[src/rtl/seven_seg_display_if.sv]
`default_nettype none
// ---------------------------------------------------------------------------
// seven_seg_display_if : nibble inputs and segment outputs of one digit
// Revision: 1.0
// ---------------------------------------------------------------------------
interface seven_seg_display_if;
   logic i1;
   logic i2;
   logic i3;
   logic i4;
   logic a;
   logic b;
   logic c;
   logic d;
   logic e;
   logic f;
   logic g;

   modport master (
      output i1, i2, i3, i4,
      input  a, b, c, d, e, f, g
   );

   modport slave (
      input  i1, i2, i3, i4,
      output a, b, c, d, e, f, g
   );
endinterface
`default_nettype wire

[src/rtl/seven_seg_display.sv]
`default_nettype none
// ---------------------------------------------------------------------------
// seven_seg_display : registered hex-to-seven-segment decoder, one digit
// Revision: 1.0
// ---------------------------------------------------------------------------
module seven_seg_display #(
   parameter bit ACTIVE_LOW = 1'b0,
   parameter bit HEX_MODE   = 1'b1
) (
   input  wire logic       clk,
   input  wire logic       rst,
   seven_seg_display_if.slave bus
);

   localparam logic [6:0] SEG_OFF = {7{ACTIVE_LOW}};

   logic [3:0] nibble;
   logic [6:0] lit;
   logic [6:0] drive;
   logic [6:0] seg_q;

   assign nibble = {bus.i1, bus.i2, bus.i3, bus.i4};

   // Bit order is {a,b,c,d,e,f,g}; 1 means the segment is lit.
   always_comb begin
      lit = 7'b0000000;
      case (nibble)
         4'd0:    lit = 7'b1111110;
         4'd1:    lit = 7'b0110000;
         4'd2:    lit = 7'b1101101;
         4'd3:    lit = 7'b1111001;
         4'd4:    lit = 7'b0110011;
         4'd5:    lit = 7'b1011011;
         4'd6:    lit = 7'b1011111;
         4'd7:    lit = 7'b1110000;
         4'd8:    lit = 7'b1111111;
         4'd9:    lit = 7'b1111011;
         4'd10:   lit = HEX_MODE ? 7'b1110111 : 7'b0000000;
         4'd11:   lit = HEX_MODE ? 7'b0011111 : 7'b0000000;
         4'd12:   lit = HEX_MODE ? 7'b1001110 : 7'b0000000;
         4'd13:   lit = HEX_MODE ? 7'b0111101 : 7'b0000000;
         4'd14:   lit = HEX_MODE ? 7'b1001111 : 7'b0000000;
         4'd15:   lit = HEX_MODE ? 7'b1000111 : 7'b0000000;
         default: lit = 7'b0000000;
      endcase
   end

   assign drive = ACTIVE_LOW ? ~lit : lit;

   always_ff @(posedge clk) begin
      if (rst) begin
         seg_q <= SEG_OFF;
      end else begin
         seg_q <= drive;
      end
   end

   assign bus.a = seg_q[6];
   assign bus.b = seg_q[5];
   assign bus.c = seg_q[4];
   assign bus.d = seg_q[3];
   assign bus.e = seg_q[2];
   assign bus.f = seg_q[1];
   assign bus.g = seg_q[0];

endmodule
`default_nettype wire

[src/flat_wrapper.sv]
// flat-port wrapper written by rule: the top's interface ports become plain ports
module seven_seg_display_flat 
#(
   parameter bit ACTIVE_LOW = 1'b0,
   parameter bit HEX_MODE   = 1'b1
)
  (clk, rst, bus_i1, bus_i2, bus_i3, bus_i4, bus_a, bus_b, bus_c, bus_d, bus_e, bus_f, bus_g);
  seven_seg_display_if bus_i ();
  input  wire logic clk;
  input  wire logic rst;
  input wire logic [$bits(bus_i.i1)-1:0] bus_i1;
  input wire logic [$bits(bus_i.i2)-1:0] bus_i2;
  input wire logic [$bits(bus_i.i3)-1:0] bus_i3;
  input wire logic [$bits(bus_i.i4)-1:0] bus_i4;
  output wire logic [$bits(bus_i.a)-1:0] bus_a;
  output wire logic [$bits(bus_i.b)-1:0] bus_b;
  output wire logic [$bits(bus_i.c)-1:0] bus_c;
  output wire logic [$bits(bus_i.d)-1:0] bus_d;
  output wire logic [$bits(bus_i.e)-1:0] bus_e;
  output wire logic [$bits(bus_i.f)-1:0] bus_f;
  output wire logic [$bits(bus_i.g)-1:0] bus_g;
  assign bus_i.i1 = bus_i1;
  assign bus_i.i2 = bus_i2;
  assign bus_i.i3 = bus_i3;
  assign bus_i.i4 = bus_i4;
  assign bus_a = bus_i.a;
  assign bus_b = bus_i.b;
  assign bus_c = bus_i.c;
  assign bus_d = bus_i.d;
  assign bus_e = bus_i.e;
  assign bus_f = bus_i.f;
  assign bus_g = bus_i.g;
  seven_seg_display #(.ACTIVE_LOW(ACTIVE_LOW), .HEX_MODE(HEX_MODE)) u_core (.clk(clk), .rst(rst), .bus(bus_i));
endmodule
[config.mk]
export PLATFORM = sky130hd
export DESIGN_NAME = seven_seg_display_flat
export DESIGN_NICKNAME = d
export VERILOG_FILES = /design/src/rtl/seven_seg_display_if.sv /design/src/rtl/seven_seg_display.sv /design/src/flat_wrapper.sv
export SDC_FILE = /design/constraint.sdc
export NUM_CORES = 1
export LEC_CHECK = 0
export CAP_MARGIN = 20
export CORE_AREA = 4 4 41 43
export DETAILED_ROUTE_END_ITERATION = 6
export DIE_AREA = 0 0 45 47
export DONT_BUFFER_PORTS = 1
export PLACE_DENSITY = 0.5
export SLEW_MARGIN = 20
export SYNTH_ARGS = -nofsm -noshare
export SYNTH_HDL_FRONTEND = slang
export SYNTH_SLANG_ARGS = --single-unit
[constraint.sdc]
create_clock -name clk -period 3.45 [get_ports clk]
set_input_delay 0.69 -clock clk [delete_from_list [all_inputs] [get_ports clk]]
set_output_delay 0.69 -clock clk [all_outputs]
set_load 0.02 [all_outputs]
**Yosys cells after proc, flatten, opt, wreduce, memory -nomap -nowiden**

Memories as Yosys holds them, arrays and structs flattened. A register that Yosys moved wholly into a read port is not among the register bits.
Index checks and enable logic that the tools add are counted.

- Register bits after elaboration: 0
- Bits in read-only memories: 112
- Input bits: 6
- Output and inout bits: 7
- Logic and storage cells: 1
- Memories kept: 1

Memory list:

| memory | depth | width | read ports | clocked after memory_dff | wr ports | RTL line | RTL |
|---|---|---|---|---|---|---|---|
| (name not given) | 16 | 7 | 1 | 1 | 0 | seven_seg_display.sv:27 | `case (nibble)` |

**Longest topological paths before layout**

Gate-level depths: netlist of run 1.

- Word-level depth: 0
- Mapped depth: 5
- Depth with buffers taken out: 5

**Least setup slack after synthesis of run 1**

Ideal clock, no wire load.

- Path type: in2reg
- Start point: in bus_i4
- End point: reg u_core.seg_q[5]
- Library setup time: 0.079 ns
- Data arrival time: 1.522 ns
- Data required time: 3.371 ns
- Setup slack: 1.849 ns
- Cell stages on the path: 4
- Buffers on the path: 0
- Cell sequence: inv_1 -> ha_1 -> mux2_1 -> a211oi_2

RTL lines:

| element | RTL line | RTL |
|---|---|---|
| from (decl) | flat_wrapper.sv:14 | `input wire logic [$bits(bus_i.i4)-1:0] bus_i4;` |
| to (decl) | seven_seg_display.sv:20 | `logic [6:0] seg_q;` |

==> flow_summary.toml, run 1 <==
[status]
outcome = "completed"

[final_layout]
drive_above_1_share_pct = 10.6
syn_to_final_growth_pct = 7.12
largest_reg_flops = 7
top_register = "u_core.seg_q"
post-route-cell-area_sq_um = 452
antennaDiodeCount = 0
nNetsFinal = 61
largest_registers = "u_core.seg_q (7)"

[clocking]
h-tree-depth = 1
path_clk_slew_ns = 0.05
cts_tree = "built"
cts_buffer_depth = 2
cts_made_buffers = 3
clock-sinks = 7
post_cts_resized = 0
root_buffer = "clkbuf_4"
postCtsHoldBufs = 0
post_cts_buffers = 0

[synthesis]
synth_cells = 45
synthTopCellsByArea = "dfxtp_1 (33%), ha_1 (21%), a211o_1 (4.2%)"
synth_area_sq_um = 422
synthArstFlopShare_pct = 0
ys_types = 20
ys_seq_area_share_pct = 33.2
avgSynthCellArea_sq_um = 9.37
synth_nets = 58
synth_top_area_share_pct = 33.2
yosysTopAreaCell = "dfxtp_1"
synthFlopType = "dfxtp_1"
ys_ff_latch = 7
netlist_top_cells_count = "dfxtp_1 (7), ha_1 (7), nand2_1 (4)"
synth_edf_count = 0
ys_warn_count = 0

[place]
numPortBuffers = 0
finalWeightedCongestion = 0.816
placed_area_sq_um = 425
place_ws_ns = 1.77
dp_hpwl_um = 589

[power]
clockPowerShare_pct = 37.0
p_sw_w = 0.0000458
powerDensity_mw_per_mm2 = 417
combPwrFrac_pct = 10.7
finalPower_w = 0.000188
leakagePower_nw = 0.202
netSwitchingFraction_pct = 24.3
pwr-share-seq_pct = 52.3
p_int_w = 0.000142
vdd_drop_max_mv = 0.0962

[floorplan]
initial_core_util_pct = 32.4
die_area_sq_mm = 0.00212
coreArea_sq_mm = 0.00130
ioPinCount = 13
fp.dieH_um = 47
die_w_um = 45
rows = 13

[route]
first_pass_iters = 2
route.vias.total = 307
via_per_inst = 4.95
first_iter_violations = 2
wl_per_cell_um = 11.5
antenna_left = 0
routed_wl_um = 710
drc = 0

[timing]
setup_viol = 0
max_freq_mhz = 703
fin_ws_ns = 2.03
slew_viol_final = 0
worst_slew_pin_slew_ns = 0.221
fin_crit_ns = 1.42
grt_setup_unrepaired = "no"
max_slew_margin_pct = 85.2
fin_worst_hold_slack_ns = 0.511
finalHoldViolations = 0
min_period_over_period_pct = 41.2
fin_setup_tns_ns = 0

[job]
maxCapViolations = 0

[worst_hold_path]
hp-class = "primary input to register"
worst_hold_startpoint = "rst"
worstHoldEndpoint = "u_core.seg_q[5]"
holdPathStages = 1

[setup_path]
critPathLaunchType = "primary input"
critPathKind = "primary input to register"
cp-end-kind = "register"
timing.critical_path.arrival_ns = 1.58
cp_max_fo = 4
critPathRequiredTime_ns = 3.61

[global_routing]
grt_overflow = 0
antenna_found_initial = 0
grt_pass1_wl_um = 1210
grt.total_usage_pct = 8.16
grt_max_degree = 16
grt_pass1_vias = 294
kinds of logic after synthesis:
family	Yosys count	share of synthesized area [%]
buffers and inverters	5	6.23
adders and majority gates	7	20.8
muxes	1	2.67
and+or+nand+nor	15	18.1
DFF	7	33.2
AOI/OAI and AO/OA	10	19.0
layout by cell type (no fill, tap or decap), drive strengths merged, types with 2 or more instances in the layout:
master  netlist  layout
clkbuf        0       4
nor2b         2       2
ha            7       7
inv           3       3
a211oi        3       3
nand2         5       5
a21oi         2       2
a211o         2       2
nor3          2       2
nor2          2       2
nand2b        2       2
dfxtp         7       7
per-stage QoR:
step / instances / util, %
4_1_cts: 62 / 34.7
2_1_floorplan: 45 / -
5_1_grt: 62 / 34.7
3_5_place_dp: 58 / 32.7
3_3_place_gp: 58 / 32.7
6_report: 62 / 34.7
layout make-up:
type	instances	area, sq um
Sequential cell	7	140
Fill cell	144	850
Tap cell	15	18.8
Clock buffer	4	26.3
Inverter	3	11.3
Multi-Input combinational cell	33	255
worst max-delay path, stage by stage:
cell      delay, ns
inv_1          0.06
ha_1           0.32
mux2_1         0.30
a211oi_2       0.22
metal layers:
layer / global-route usage (%) / wire [um] / up-vias
met3: 2.30 / 59 / 2
met1: 7.78 / 273 / 135
met5: 0 / 0 / -
met4: 11.1 / 19 / 0
met2: 12.4 / 358 / 8
li1: - / - / 162
how the worst max path moves through the flow:
stage / from / to / cells after the start
3_3_place_gp: bus_i4 / u_core.seg_q[5] / 4
4_1_cts: bus_i4 / u_core.seg_q[5] / 4
3_5_place_dp: bus_i4 / u_core.seg_q[5] / 4
2_1_floorplan: bus_i4 / u_core.seg_q[5] / 4
6_report: bus_i4 / u_core.seg_q[5] / 4
5_1_grt: bus_i4 / u_core.seg_q[5] / 4
power groups by stage:
stage / registers (W) / logic, W / clock network (W)
6_report: 0.0000985 / 0.0000202 / 0.0000696
3_3_place_gp: 0.000100 / 0.0000205 / 0
5_1_grt: 0.0000993 / 0.0000236 / 0.0000742
4_1_cts: 0.0000989 / 0.0000204 / 0.0000728
2_1_floorplan: 0.0000993 / 0.0000213 / 0
3_5_place_dp: 0.000101 / 0.0000204 / 0
(Power assumes the default switching activity.)
==> run 2, diff against run 1 <==
Settings changed: PLACE_DENSITY 0.5 to 0.52.
Clock period 3.45 ns to 1.15 ns, I/O delays scaled along.
==> flow_summary.toml, run 2 (synthesis results as in run 1) <==
[place]
dp_hpwl_um = 559
placed_area_sq_um = 433
numPortBuffers = 0
place_ws_ns = -0.0213
finalWeightedCongestion = 0.725

[global_routing]
antenna_found_initial = 0
grt_pass1_vias = 302
grt_overflow = 0
grt_pass1_wl_um = 1350
grt_max_degree = 16
grt.total_usage_pct = 9.24

[clocking]
postCtsHoldBufs = 0
h-tree-depth = 1
cts_buffer_depth = 2
cts_tree = "built"
root_buffer = "clkbuf_4"
clock-sinks = 7
post_cts_resized = 0
cts_made_buffers = 3
path_clk_slew_ns = 0.05
post_cts_buffers = 0

[power]
leakagePower_nw = 0.207
netSwitchingFraction_pct = 25.0
powerDensity_mw_per_mm2 = 1250
clockPowerShare_pct = 37.6
combPwrFrac_pct = 11.0
p_int_w = 0.000430
vdd_drop_max_mv = 0.234
pwr-share-seq_pct = 51.4
p_sw_w = 0.000143

[route]
first_iter_violations = 1
first_pass_iters = 2
antenna_left = 0
route.vias.total = 306
routed_wl_um = 703
via_per_inst = 4.86
drc = 0
wl_per_cell_um = 11.2

[timing]
min_period_over_period_pct = 79.7
max_slew_margin_pct = 85.9
setup_viol = 0
fin_crit_ns = 0.917
fin_ws_ns = 0.233
grt_setup_unrepaired = "no"
finalHoldViolations = 0
fin_worst_hold_slack_ns = 0.0424
worst_slew_pin_slew_ns = 0.211
max_freq_mhz = 1090
fin_setup_tns_ns = 0
slew_viol_final = 0

[floorplan]
fp.dieH_um = 47
die_w_um = 45
ioPinCount = 13
rows = 13
die_area_sq_mm = 0.00212
initial_core_util_pct = 32.4
coreArea_sq_mm = 0.00130

[final_layout]
largest_reg_flops = 7
fillers = 144
largest_registers = "u_core.seg_q (7)"
layout_common_cells = "ha_1 (7), dfxtp_1 (7), nand2_1 (4), inv_1 (3), clkbuf_4 (3)"
final_util_pct = 35.3
nNetsFinal = 62
top_register = "u_core.seg_q"
drive_above_1_share_pct = 12.5
syn_to_final_growth_pct = 8.90
post-route-cell-area_sq_um = 459
antennaDiodeCount = 0

[setup_path]
critPathRequiredTime_ns = 1.32
cp_max_fo = 5
critPathSlowestCell = "mux2_1"
cp_num_buf_inv = 1
worstPathCellList = "inv_1, ha_1, mux2_1, a211oi_2"
cp_top_family = "multiplexers"
cp-end-kind = "register"
critPathKind = "primary input to register"
critPathMaxStageDelay_ns = 0.30
timing.critical_path.arrival_ns = 1.09
critPathLaunchType = "primary input"

[status]
outcome = "completed"

[job]
maxCapViolations = 0

[worst_hold_path]
hp-class = "primary input to register"
==> run 2: worst paths after layout <==
check / from / to / slack (ns) / depth (start not counted)
worst max-delay path: bus_i3 / u_core.seg_q[5] / 0.23 / 4
worst min-delay path: rst / u_core.seg_q[5] / 0.04 / 1
==> run 2: metal layers <==
layer / global-route usage, % / vias to the layer above / wire (um)
li1: - / 162 / -
met1: 10.7 / 132 / 309
met2: 12.1 / 10 / 301
met3: 4.60 / 2 / 79
met4: 8.77 / 0 / 12
met5: 0 / - / 0
==> run 2: metrics by stage <==
stage / cells / power [W]
6_report: 63 / 0.000572
5_1_grt: 63 / 0.000619
4_1_cts: 63 / 0.000586
3_5_place_dp: 59 / 0.000364
3_3_place_gp: 59 / 0.000365
2_1_floorplan: 45 / 0.000362
==> run 2: power groups by stage <==
stage | combinational [W] | clock, W | sequential [W]
floorplan | 0.0000638 | 0 | 0.000298
global placement | 0.0000647 | 0 | 0.000300
detailed placement | 0.0000636 | 0 | 0.000300
CTS | 0.0000642 | 0.000227 | 0.000295
global route | 0.0000753 | 0.000247 | 0.000296
finish | 0.0000632 | 0.000215 | 0.000294
==> run 2: final cells by class <==
cell class	instances	area, sq um	share of cell area (%)
multi-input combinational	33	255	55.6
sequential	7	140	30.5
clock buffer	4	26.3	5.72
tap	15	18.8	4.09
inverter	3	11.3	2.45
timing repair buffer	1	7.51	1.63
==> run 3, diff against run 2 <==
Clock period 1.15 ns to 0.8 ns, I/O delays scaled along.
==> flow_summary.toml, run 3 (synthesis results as in run 1) <==
[timing]
finalHoldViolations = 7
max_freq_mhz = 1290
fin_setup_tns_ns = 0
setup_viol = 0
fin_worst_hold_slack_ns = -0.0340
fin_crit_ns = 0.777
slew_viol_final = 0
worst_slew_pin_slew_ns = 0.262
max_slew_margin_pct = 82.5
min_period_over_period_pct = 97.1
grt_setup_unrepaired = "no"
fin_ws_ns = 0.0234

[setup_path]
cp_max_fo = 1
critPathRequiredTime_ns = 0.64
critPathLaunchType = "register"
critPathLaunch = "u_core.seg_q[3]"
critPathKind = "register to primary output"
worstSetupEndpoint = "bus_d"
cp-end-kind = "primary output"
path_depth = 0
timing.critical_path.arrival_ns = 0.62

[final_layout]
stdcell_count = 63
top_register = "u_core.seg_q"
antennaDiodeCount = 0
final_util_pct = 40.1
nNetsFinal = 62
layout_common_cells = "dfxtp_2 (7), ha_1 (5), nand2_1 (4), clkbuf_4 (3)"
largest_registers = "u_core.seg_q (7)"
drive_above_1_share_pct = 39.6
layout_commonest_cell = "dfxtp_2"
syn_to_final_growth_pct = 23.7
largest_reg_flops = 7

[floorplan]
die_w_um = 45
ioPinCount = 13
fp.dieH_um = 47
coreArea_sq_mm = 0.00130
die_area_sq_mm = 0.00212
initial_core_util_pct = 32.4
rows = 13

[route]
first_iter_violations = 2
drc = 0
routed_wl_um = 735
route.vias.total = 318
antenna_left = 0
via_per_inst = 5.05
first_pass_iters = 2
wl_per_cell_um = 11.7

[clocking]
h-tree-depth = 1
clock-sinks = 7
root_buffer = "clkbuf_4"
cts_buffer_depth = 2
cts_tree = "built"
cts_made_buffers = 3
post_cts_buffers = 0
path_clk_slew_ns = 0.05

[power]
powerDensity_mw_per_mm2 = 1640
leakagePower_nw = 0.215
vdd_drop_max_mv = 0.340

[place]
numPortBuffers = 0
dp_hpwl_um = 615
place_ws_ns = -0.130
finalWeightedCongestion = 0.662
dp_cells = 59

[global_routing]
antenna_found_initial = 0
grt_pass1_wl_um = 1120
grt_overflow = 0
grt_pass1_vias = 268
grt_max_degree = 16
grt.total_usage_pct = 7.75

[worst_hold_path]
hp-class = "primary input to register"

[status]
outcome = "finished with violations"
violations = "hold timing"

[job]
maxCapViolations = 0
run 3: cell count changes in the layout (fill, tap and decap cells not counted), moves of 2 or more:
cell and change:
dfxtp_2 +7, inv_1 -2, ha_4 +2, ha_1 -2, dfxtp_1 -7
run 3: how the worst min path moves through the flow:
stage	startpoint	slack (ns)	depth (start not counted)	to
5_1_grt	rst	-0.04	1	u_core.seg_q[5]
3_3_place_gp	rst	0.23	1	u_core.seg_q[5]
3_5_place_dp	rst	0.23	1	u_core.seg_q[5]
2_1_floorplan	rst	0.22	1	u_core.seg_q[5]
6_report	rst	-0.03	1	u_core.seg_q[5]
4_1_cts	rst	-0.04	1	u_core.seg_q[5]
run 3: metrics by stage:
stage / cell area [sq um] / total power (W)
2_1_floorplan: 475 / 0.000541
3_3_place_gp: 487 / 0.000546
3_5_place_dp: 487 / 0.000550
4_1_cts: 522 / 0.000867
5_1_grt: 522 / 0.000884
6_report: 522 / 0.000856
run 3: what timing repair did:
action | in CTS | in global routing
gates resized for setup | 7 | 0
setup endpoints to repair | 7 | 0
endpoints found under the hold margin | 7 | 7
run 3: area by class of cell:
cell class / count / area [sq um]
clock buffer: 4 / 26.3
fill: 138 / 779
inverter: 3 / 28.8
multi-input combinational: 33 / 292
sequential: 7 / 149
tap: 15 / 18.8
timing repair buffer: 1 / 7.51
run 3: power breakdown:
group / internal, W / switching (W)
Clock: 0.000190 / 0.000119
Sequential: 0.000385 / 0.0000444
Combinational: 0.0000693 / 0.0000490
Total: 0.000644 / 0.000213
run 3: routing by layer:
metal / share of wire, % / vias to the layer above / track usage, %
met1: 42 / 145 / 8.20
met4: 0 / 0 / 8.77
met3: 9.1 / 0 / 1.53
li1: - / 163 / -
met5: 0 / - / 0
met2: 49 / 10 / 12.1
